## config.mk

```make
export PLATFORM = sky130hd
export DESIGN_NAME = id_hazard_scheduler
export DESIGN_NICKNAME = d
export VERILOG_FILES = /design/src/rtl/id_hazard_scheduler_pkg.sv /design/src/rtl/id_hazard_scheduler_slot_match.sv /design/src/rtl/id_hazard_scheduler.sv
export SDC_FILE = /design/constraint.sdc
export NUM_CORES = 1
export LEC_CHECK = 0
export BUFFER_PORTS_ARGS = -buffer_cell sky130_fd_sc_hd__buf_4
export CAP_MARGIN = 20
export CORE_UTILIZATION = 48
export CTS_BUF_LIST = sky130_fd_sc_hd__clkbuf_2 sky130_fd_sc_hd__clkbuf_4 sky130_fd_sc_hd__clkbuf_8
export DETAILED_ROUTE_END_ITERATION = 6
export GPL_ROUTABILITY_DRIVEN = 0
export GPL_TIMING_DRIVEN = 0
export PLACE_DENSITY = 0.88
export SYNTH_ARGS = -nofsm -noshare
export SYNTH_HDL_FRONTEND = slang
export SYNTH_SLANG_ARGS = --single-unit
```

## constraint.sdc

```tcl
create_clock -name clk -period 1.8 [get_ports clk]
set_clock_uncertainty 0.2 [all_clocks]
set_input_delay 0.36 -clock clk [delete_from_list [all_inputs] [get_ports clk]]
set_output_delay 0.36 -clock clk [all_outputs]
set_load 0.01 [all_outputs]
```

## src/rtl/id_hazard_scheduler_pkg.sv

```systemverilog
// Shared defines for the ID-stage hazard scheduler: widths, scoreboard slot indices
// and the slot record.
package id_hazard_scheduler_pkg;

    localparam int WORD_LEN          = 16;
    localparam int REG_FILE_ADDR_LEN = 4;

    localparam int SLOT_EXE  = 0;
    localparam int SLOT_MEM  = 1;
    localparam int SLOT_WB   = 2;
    localparam int NUM_SLOTS = 3;

    typedef struct packed {
        logic                         valid;
        logic [REG_FILE_ADDR_LEN-1:0] dest;
        logic                         load;
    } slot_t;

endpackage

```

## src/rtl/id_hazard_scheduler_slot_match.sv

```systemverilog
// Compares one scoreboard slot against the ID instruction's source registers.
// R0 is never a dependency, and src2 only counts when it is really read.
module hazard_slot_match
    import id_hazard_scheduler_pkg::*;
(
    input  slot_t                        slot,
    input  logic [REG_FILE_ADDR_LEN-1:0] src1,
    input  logic [REG_FILE_ADDR_LEN-1:0] src2,
    input  logic                         src2_valid,
    output logic                         match1,
    output logic                         match2
);

    logic unused_load;

    assign match1 = slot.valid && (src1 != '0) && (slot.dest == src1);
    assign match2 = slot.valid && src2_valid && (src2 != '0) && (slot.dest == src2);

    assign unused_load = slot.load;

endmodule

```

## src/rtl/id_hazard_scheduler.sv

```systemverilog
// ID-stage RAW hazard scheduler: EXE/MEM/WB write scoreboard, stall/freeze/flush and a
// saturating stall counter. Define FORWARDING_EN when the EXE/MEM forwarding unit exists.
module id_hazard_scheduler #(
    parameter int WORD_LEN          = 16,
    parameter int REG_FILE_ADDR_LEN = 4
) (
    input  logic                         clk,
    input  logic                         rst,
    input  logic [REG_FILE_ADDR_LEN-1:0] src1,
    input  logic [REG_FILE_ADDR_LEN-1:0] src2,
    input  logic                         src2_valid,
    input  logic [REG_FILE_ADDR_LEN-1:0] dest,
    input  logic                         wb_en,
    input  logic                         mem_r_en,
    input  logic                         is_branch,
    input  logic                         br_taken,
    output logic                         hazard_detected,
    output logic                         freeze,
    output logic                         flush,
    output logic [WORD_LEN-1:0]          stall_count
);

    import id_hazard_scheduler_pkg::*;

    function automatic logic [WORD_LEN-1:0] sat_inc(input logic [WORD_LEN-1:0] v);
        return (&v) ? v : v + {{(WORD_LEN-1){1'b0}}, 1'b1};
    endfunction

    logic [NUM_SLOTS-1:0]         slot_vld;
    logic [REG_FILE_ADDR_LEN-1:0] slot_dest [NUM_SLOTS];
    logic                         slot_ld   [NUM_SLOTS];
    slot_t                        slots     [NUM_SLOTS];
    logic [NUM_SLOTS-1:0]         m1, m2;
    logic                         hit_exe, hit_mem, stall_raw;
    logic                         new_vld;
    logic                         unused_sinks;

    always_comb begin
        for (int i = 0; i < NUM_SLOTS; i++) begin
            slots[i].valid = slot_vld[i];
            slots[i].dest  = slot_dest[i];
            slots[i].load  = slot_ld[i];
        end
    end

    for (genvar g = 0; g < NUM_SLOTS; g++) begin : g_match
        hazard_slot_match u_match (
            .slot       (slots[g]),
            .src1       (src1),
            .src2       (src2),
            .src2_valid (src2_valid),
            .match1     (m1[g]),
            .match2     (m2[g])
        );
    end

    assign hit_exe = m1[SLOT_EXE] || m2[SLOT_EXE];
    assign hit_mem = m1[SLOT_MEM] || m2[SLOT_MEM];

    // WB never stalls: the register file writes before the ID read.
`ifdef FORWARDING_EN
    assign stall_raw = (hit_exe && slot_ld[SLOT_EXE])
                    || (is_branch && hit_exe)
                    || (is_branch && hit_mem && slot_ld[SLOT_MEM]);
    assign unused_sinks = ^{m1[SLOT_WB], m2[SLOT_WB], slot_ld[SLOT_WB]};
`else
    assign stall_raw = hit_exe || hit_mem;
    assign unused_sinks = ^{m1[SLOT_WB], m2[SLOT_WB], is_branch,
                            slot_ld[SLOT_EXE], slot_ld[SLOT_MEM], slot_ld[SLOT_WB]};
`endif

    assign hazard_detected = !rst && stall_raw;
    assign freeze          = hazard_detected;
    assign flush           = !rst && br_taken && !stall_raw;
    assign new_vld         = !hazard_detected && wb_en && (dest != '0);

    // Scoreboard shift (EXE -> MEM -> WB) and stall counter
    always_ff @(posedge clk or posedge rst) begin
        if (rst) begin
            slot_vld    <= '0;
            stall_count <= '0;
        end else begin
            slot_vld[SLOT_WB]  <= slot_vld[SLOT_MEM];
            slot_vld[SLOT_MEM] <= slot_vld[SLOT_EXE];
            slot_vld[SLOT_EXE] <= new_vld;
            if (hazard_detected) begin
                stall_count <= sat_inc(stall_count);
            end
        end
    end

    always_ff @(posedge clk) begin
        slot_dest[SLOT_WB]  <= slot_dest[SLOT_MEM];
        slot_dest[SLOT_MEM] <= slot_dest[SLOT_EXE];
        slot_dest[SLOT_EXE] <= dest;
        slot_ld[SLOT_WB]    <= slot_ld[SLOT_MEM];
        slot_ld[SLOT_MEM]   <= slot_ld[SLOT_EXE];
        slot_ld[SLOT_EXE]   <= mem_r_en;
    end

endmodule

```

After elaboration in Yosys (flattened, before gate mapping). Memories as Yosys holds them, arrays and structs flattened. Index checks and enable logic that the tools add are counted.

Register bits: 18. RAM bits: 12. Input port bits: 19. Output and inout port bits: 19. Logic and storage cells: 35. Memories: 1.

Add/subtract/negate cells: 1. Equal/unequal tests: 4. Bitwise logic cells: 1. Reductions and logical operators: 26.

Memory list: slot_dest (words 3, width 4, rd ports 2, clocked after Yosys merged registers in 0, write ports 3, line id_hazard_scheduler.sv:30) `logic [REG_FILE_ADDR_LEN-1:0] slot_dest [NUM_SLOTS];`.

Operator list (number): $add A16 B1 Y16 const B (1); $eq A4 B4 Y1 (4); $reduce_and A16 Y1 (1); $logic_and A1 B1 Y1 (15); $reduce_bool A4 Y1 (3); $logic_not A1 Y1 (3); $logic_or A1 B1 Y1 (3); $reduce_and A2 Y1 (1); $not A1 Y1 (1).

Logic depth before layout (Yosys ltp).
Word-level depth: 9. Mapped depth: 9. Gate-level depth less buffers: 8.

By module. Synthesis repeated with hierarchy kept, for this count alone.

Cell total of the unflattened synthesis: 123. Area, all modules: 1302.5 um^2.

Modules (own cells, without submodules): id_hazard_scheduler (times used 1, cells an instance 89, area each 1064.8 um^2, seq. area each 650.6 um^2); hazard_slot_match (times used 2, cells an instance 17, area each 118.9 um^2, seq. area each 0.0 um^2).

Least setup slack after synthesis. No wires, ideal clock.

Kind: input -> output. Start point: input src1[1]. End point: output flush. Arrival time: 1464 ps. Required time: 1240 ps. Setup slack: -224 ps. Stages: 7. Buffers on the path: 1. Cells stage by stage: nor3_1 or3_1 a21oi_1 nor2_1 o21ai_4 buf_6 nor3b_1.

Longest elaborated chain between the ends: 7. Elaborated cells between the ends (all ways): 12. Classes of those cells: eq/ne: 2; reduce/logical: 10.

Ends and longest elaborated chain: from (decl) (line id_hazard_scheduler.sv:9) `input logic [REG_FILE_ADDR_LEN-1:0] src1,`; $reduce_bool A4 Y1; $logic_and A1 B1 Y1 (2 in a row) (line id_hazard_scheduler_slot_match.sv:16) `assign match1 = slot.valid && (src1 != '0) && (slot.dest == src1);`; $logic_or A1 B1 Y1, on equally long branches (line id_hazard_scheduler.sv:57, id_hazard_scheduler.sv:58); $logic_or A1 B1 Y1 * (line id_hazard_scheduler.sv:67) `assign stall_raw = hit_exe || hit_mem;`; $logic_not A1 Y1 * (line id_hazard_scheduler.sv:74) `assign flush = !rst && br_taken && !stall_raw;`; $logic_and A1 B1 Y1 * (line id_hazard_scheduler.sv:74); to (decl) (line id_hazard_scheduler.sv:19) `output logic flush,`.

Every way passes the cells marked *; elsewhere a longest branch is shown, timed or not.

==> impl_summary.md <==
Status
The flow ran to the end, but the final reports show violations. The final reports fail on negative hold slack, negative setup slack.

Timing
The post-route worst setup slack is -0.6038 ns. The final period demand of the worst path is 2.404 ns. The headroom to the max-slew limit is 0.4801.

The setup-violating endpoint count in the final report is 19. Setup repair after global routing could not meet its margin everywhere. The final number of max-transition violations is 0. The final worst-path cycle share is 1.335. The number of hold violations in the final report came to 18. Derived from the worst setup path, the maximum achievable clock frequency is about 420 MHz.

The final-layout worst hold slack is -0.02109 ns. The worst-margin pin slew is 0.7790 ns. Setup total negative slack on the finished layout was measured at -6.858 ns.

Logic synthesis
The number of nets handed over by synthesis was between 100 and 150. The register bit count reported by yosys is 26. The number of distinct library cells after synthesis is 31. The register area share after synthesis is 0.4674.

The total standard cell area after synthesis is 1306 um^2. The mean area per synthesized cell is 10.89 um^2. The gate count of the mapped netlist is 120. The number of warnings printed during yosys synthesis is 0.

Finish
The proportion of layout cells with a drive suffix above 1 is 0.5220. The repair_antennas step left the layout with diodes totalling 0. The fill cell total of the finished layout is ~140. Relative to the synthesized area, the layout overhead comes to 54.89%.

The number of nets in the final layout is between 200 and 250. The finished cells cover ~2000 um^2.

GRT
The number of antenna violations at the first check in global routing is 0. The largest net degree at the start of global routing is 23. The global-route usage over all layers is 0.2778.

The first-pass GRT wire length is 5623 um. The via count of the first global-routing pass came to around 1,100. Global routing finished with a remaining overflow of 0.

Place
The instance area after placement is 1619 um^2. Buffers placed on the I/O ports in this run total 34. OpenSTA, run right after detailed placement, puts the worst setup slack at -0.4729 ns.

Clock tree
After clock tree synthesis, the clock-pin slew on the worst setup and hold paths is 0.14 ns. The later pin in the worst-skew pair is clocked with a latency of 0.33 ns. The number of buffers created by CTS is 3. The clock sink count is 26. The maximum count of clock buffers along a single path is 2.

The TritonCTS clock tree is built. The number of levels in the clock H-tree is 1. The library cell used as clock root buffer is sky130_fd_sc_hd__clkbuf_4.

Routing
Dividing the detail-routed via count by the number of cells gives between 5 and 6. The final layout contains routed wiring with a total length of approximately 3800 um. Once detail routing completed, the nets flagged for antenna violations numbered 0. The wire length per cell after detailed routing is roughly 18 um. After the first detailed-routing iteration, the DRC count stood at 29.

The total via count after detailed routing is 1,201. After detailed routing, the number of remaining DRC violations is 0. The first-pass detailed-route iteration total is 4.

Floorplanning
The y dimension of the die is approximately 54 um. The initial utilization of the core area, before any placement, comes to 0.5179. The floorplan step defined a core boundary enclosing 2522 um^2. The floorplan step set the die width to approximately 54 um. The area of the die is about 2900 um^2. In this run the core area contains 18 standard-cell rows. The top-level port count is 38.

Critical path
The slowest stage cell on the critical path is sky130_fd_sc_hd__dfxtp_2. The most used cell along the critical path is sky130_fd_sc_hd__buf_6. The critical path buffer and inverter count is 2. In this run the worst path has a maximum fanout of 4.

The setup path with the least slack is of type reg -> out. The signal on the critical path passes through xor2_2 -> nor4_2 -> a31oi_2 -> o21ai_4 -> and2_4 -> buf_6 -> buf_6. The kind of cell adding the most delay to the critical path is simple AND/OR/NAND/NOR gates. The kind of capture point of the worst setup path is a primary output. The worst stage delay on the critical path is 0.37 ns. The kind of launch point of the worst setup path is a flip-flop.

At the worst endpoint, the required time is between 1 and 1.5 ns. Data arrives at the worst endpoint at about 1.8 ns.

Pwr
The completed layout was analyzed and its total power is about 1.3 mW. The analysis attributes to cell leakage a power of 0.8788 nW. The worst-case IR drop observed on VDD is slightly below 0.7 mV. In this run the power density over the cells is between 600 and 700 nW/um^2.

Hold path
The path class of the tightest hold or removal check is in -> async.

Job
The tool flagged a number of max-cap violations equal to 0.
==> power breakdown <==
group	leakage, nW	internal, mW	switching (mW)
combinational	0.551	0.221	0.164
sequential	0.310	0.627	0.0480
clock	0.0184	0.102	0.176
==> cell usage after synthesis <==
cell type | number | area share
sky130_fd_sc_hd__and3_1 | 2 | 0.0096
sky130_fd_sc_hd__mux2_1 | 1 | 0.0086
sky130_fd_sc_hd__dfrtp_1 | 18 | 0.34
sky130_fd_sc_hd__a21oi_1 | 2 | 0.0077
sky130_fd_sc_hd__nand4_1 | 9 | 0.043
sky130_fd_sc_hd__o41ai_1 | 1 | 0.0067
sky130_fd_sc_hd__mux2_4 | 1 | 0.011
sky130_fd_sc_hd__and2_2 | 1 | 0.0057
sky130_fd_sc_hd__nor4_1 | 1 | 0.0048
sky130_fd_sc_hd__buf_4 | 1 | 0.0057
sky130_fd_sc_hd__ha_1 | 1 | 0.0096
sky130_fd_sc_hd__or3_1 | 2 | 0.0096
sky130_fd_sc_hd__nand2_1 | 10 | 0.029
sky130_fd_sc_hd__inv_1 | 1 | 0.0029
sky130_fd_sc_hd__buf_6 | 3 | 0.026
sky130_fd_sc_hd__nor4b_1 | 3 | 0.020
sky130_fd_sc_hd__nor3b_1 | 4 | 0.023
sky130_fd_sc_hd__xnor2_1 | 21 | 0.14
sky130_fd_sc_hd__xor2_1 | 7 | 0.047
sky130_fd_sc_hd__o21ai_4 | 1 | 0.012
sky130_fd_sc_hd__nor3_1 | 2 | 0.0077
sky130_fd_sc_hd__dfxtp_1 | 8 | 0.12
sky130_fd_sc_hd__and3_4 | 1 | 0.0086
sky130_fd_sc_hd__nor3_2 | 1 | 0.0077
sky130_fd_sc_hd__o41ai_2 | 1 | 0.012
sky130_fd_sc_hd__nor2_1 | 5 | 0.014
sky130_fd_sc_hd__nand4b_1 | 2 | 0.013
sky130_fd_sc_hd__and3_2 | 1 | 0.0057
sky130_fd_sc_hd__nand3_2 | 1 | 0.0077
sky130_fd_sc_hd__nand3_1 | 7 | 0.027
sky130_fd_sc_hd__a31oi_1 | 1 | 0.0048
==> cells in the final DEF, fill, tap and decap left out, types with 2 or more instances in the layout <==
cell type,n
sky130_fd_sc_hd__nand2_2,2
sky130_fd_sc_hd__nand4_1,9
sky130_fd_sc_hd__buf_4,40
sky130_fd_sc_hd__or3_1,2
sky130_fd_sc_hd__nand2_1,8
sky130_fd_sc_hd__clkbuf_4,4
sky130_fd_sc_hd__dfrtp_1,17
sky130_fd_sc_hd__xnor2_1,18
sky130_fd_sc_hd__buf_6,17
sky130_fd_sc_hd__nand3_4,3
sky130_fd_sc_hd__xnor2_2,3
sky130_fd_sc_hd__a21oi_1,2
sky130_fd_sc_hd__and3_1,2
sky130_fd_sc_hd__xor2_1,6
sky130_fd_sc_hd__nor3b_1,3
sky130_fd_sc_hd__mux2_4,2
sky130_fd_sc_hd__nor4b_2,3
sky130_fd_sc_hd__nand3_2,3
sky130_fd_sc_hd__dlygate4sd3_1,4
sky130_fd_sc_hd__nand3_1,2
sky130_fd_sc_hd__nor2_1,5
sky130_fd_sc_hd__nand4b_1,2
sky130_fd_sc_hd__dfxtp_2,4
sky130_fd_sc_hd__dfxtp_1,4
==> routing by layer <==
layer  vias to the layer above  track usage  part of all wire
met4                         0      0.09829             0.013
met2                        44       0.4654              0.52
met1                       604       0.3635              0.43
li1                        549            -                 -
met3                         4      0.03672             0.037
met5                         -            0                 0
==> through the flow <==
step | util | std cells
floorplan | - | 120
global placement | 0.6419 | 184
detailed placement | 0.6419 | 184
CTS | 0.7594 | 209
global route | 0.8021 | 212
finish | 0.8021 | 212
==> worst paths after layout <==
path / start / endpoint / slack (ns) / cells after the start
max: slot_dest[0][5]$_DFF_P_ / hazard_detected / -0.60 / 7
min: rst / stall_count[4]$_DFFE_PP0P_ / -0.02 / 2
max reg2reg: slot_dest[0][5]$_DFF_P_ / stall_count[12]$_DFFE_PP0P_ / -0.52 / 11
min reg2reg: slot_dest[0][0]$_DFF_P_ / slot_dest[0][4]$_DFF_P_ / 0.20 / 0
max in group asynchronous: rst / stall_count[0]$_DFFE_PP0P_ / 0.90 / 2
min in group clk: wb_en / slot_vld[0]$_DFF_PP0_ / 0.08 / 3
==> flip-flops by register name, summed over array words and instances (netlist names) <==
signal and flops:
stall_count 16, slot_dest 8, slot_vld 2
==> logic make-up (layout without fill, tap and decap cells) <==
logic type	Yosys count	in the layout	synth area share
XOR/XNOR	28	28	0.1877
AO/OA/AOI/OAI	6	6	0.04407
AND/OR/NAND/NOR	52	52	0.2366
adder cells (fa/ha/maj)	1	1	0.009577
buffers and inverters	5	67	0.03448
flip-flops	26	26	0.4674
multiplexers	2	2	0.02011
==> worst reg2reg max path, stage by stage, from the launching register on <==
cell,delay (ns)
sky130_fd_sc_hd__dfxtp_2,0.37
sky130_fd_sc_hd__xor2_2,0.15
sky130_fd_sc_hd__nor4_2,0.30
sky130_fd_sc_hd__a31oi_2,0.09
sky130_fd_sc_hd__o21ai_4,0.22
sky130_fd_sc_hd__buf_4,0.15
sky130_fd_sc_hd__buf_6,0.08
sky130_fd_sc_hd__buf_6,0.08
sky130_fd_sc_hd__buf_6,0.08
sky130_fd_sc_hd__buf_6,0.12
sky130_fd_sc_hd__nand3_4,0.06
sky130_fd_sc_hd__mux2_4,0.30
==> cell type report <==
cell class	count	area [um^2]	area share
Buffer	4	45.04	0.02226
Clock buffer	4	30.03	0.01484
Inverter	1	3.754	0.001855
Multi-Input combinational cell	89	798.3	0.3946
Sequential cell	26	616.8	0.3049
Tap cell	30	37.54	0.01855
Timing Repair Buffer	58	491.7	0.2430
==> what timing repair did <==
action | CTS | global route
endpoints found under the setup margin | 19 | 20
gates cloned | 2 | 0
buffers inserted | 15 | 8
hold endpoints to repair | 4 | 0
hold buffers | 4 | 0
gates resized for setup | 25 | 20
pin swaps | 15 | 12
Note: power is estimated with default switching activity, not from simulation.
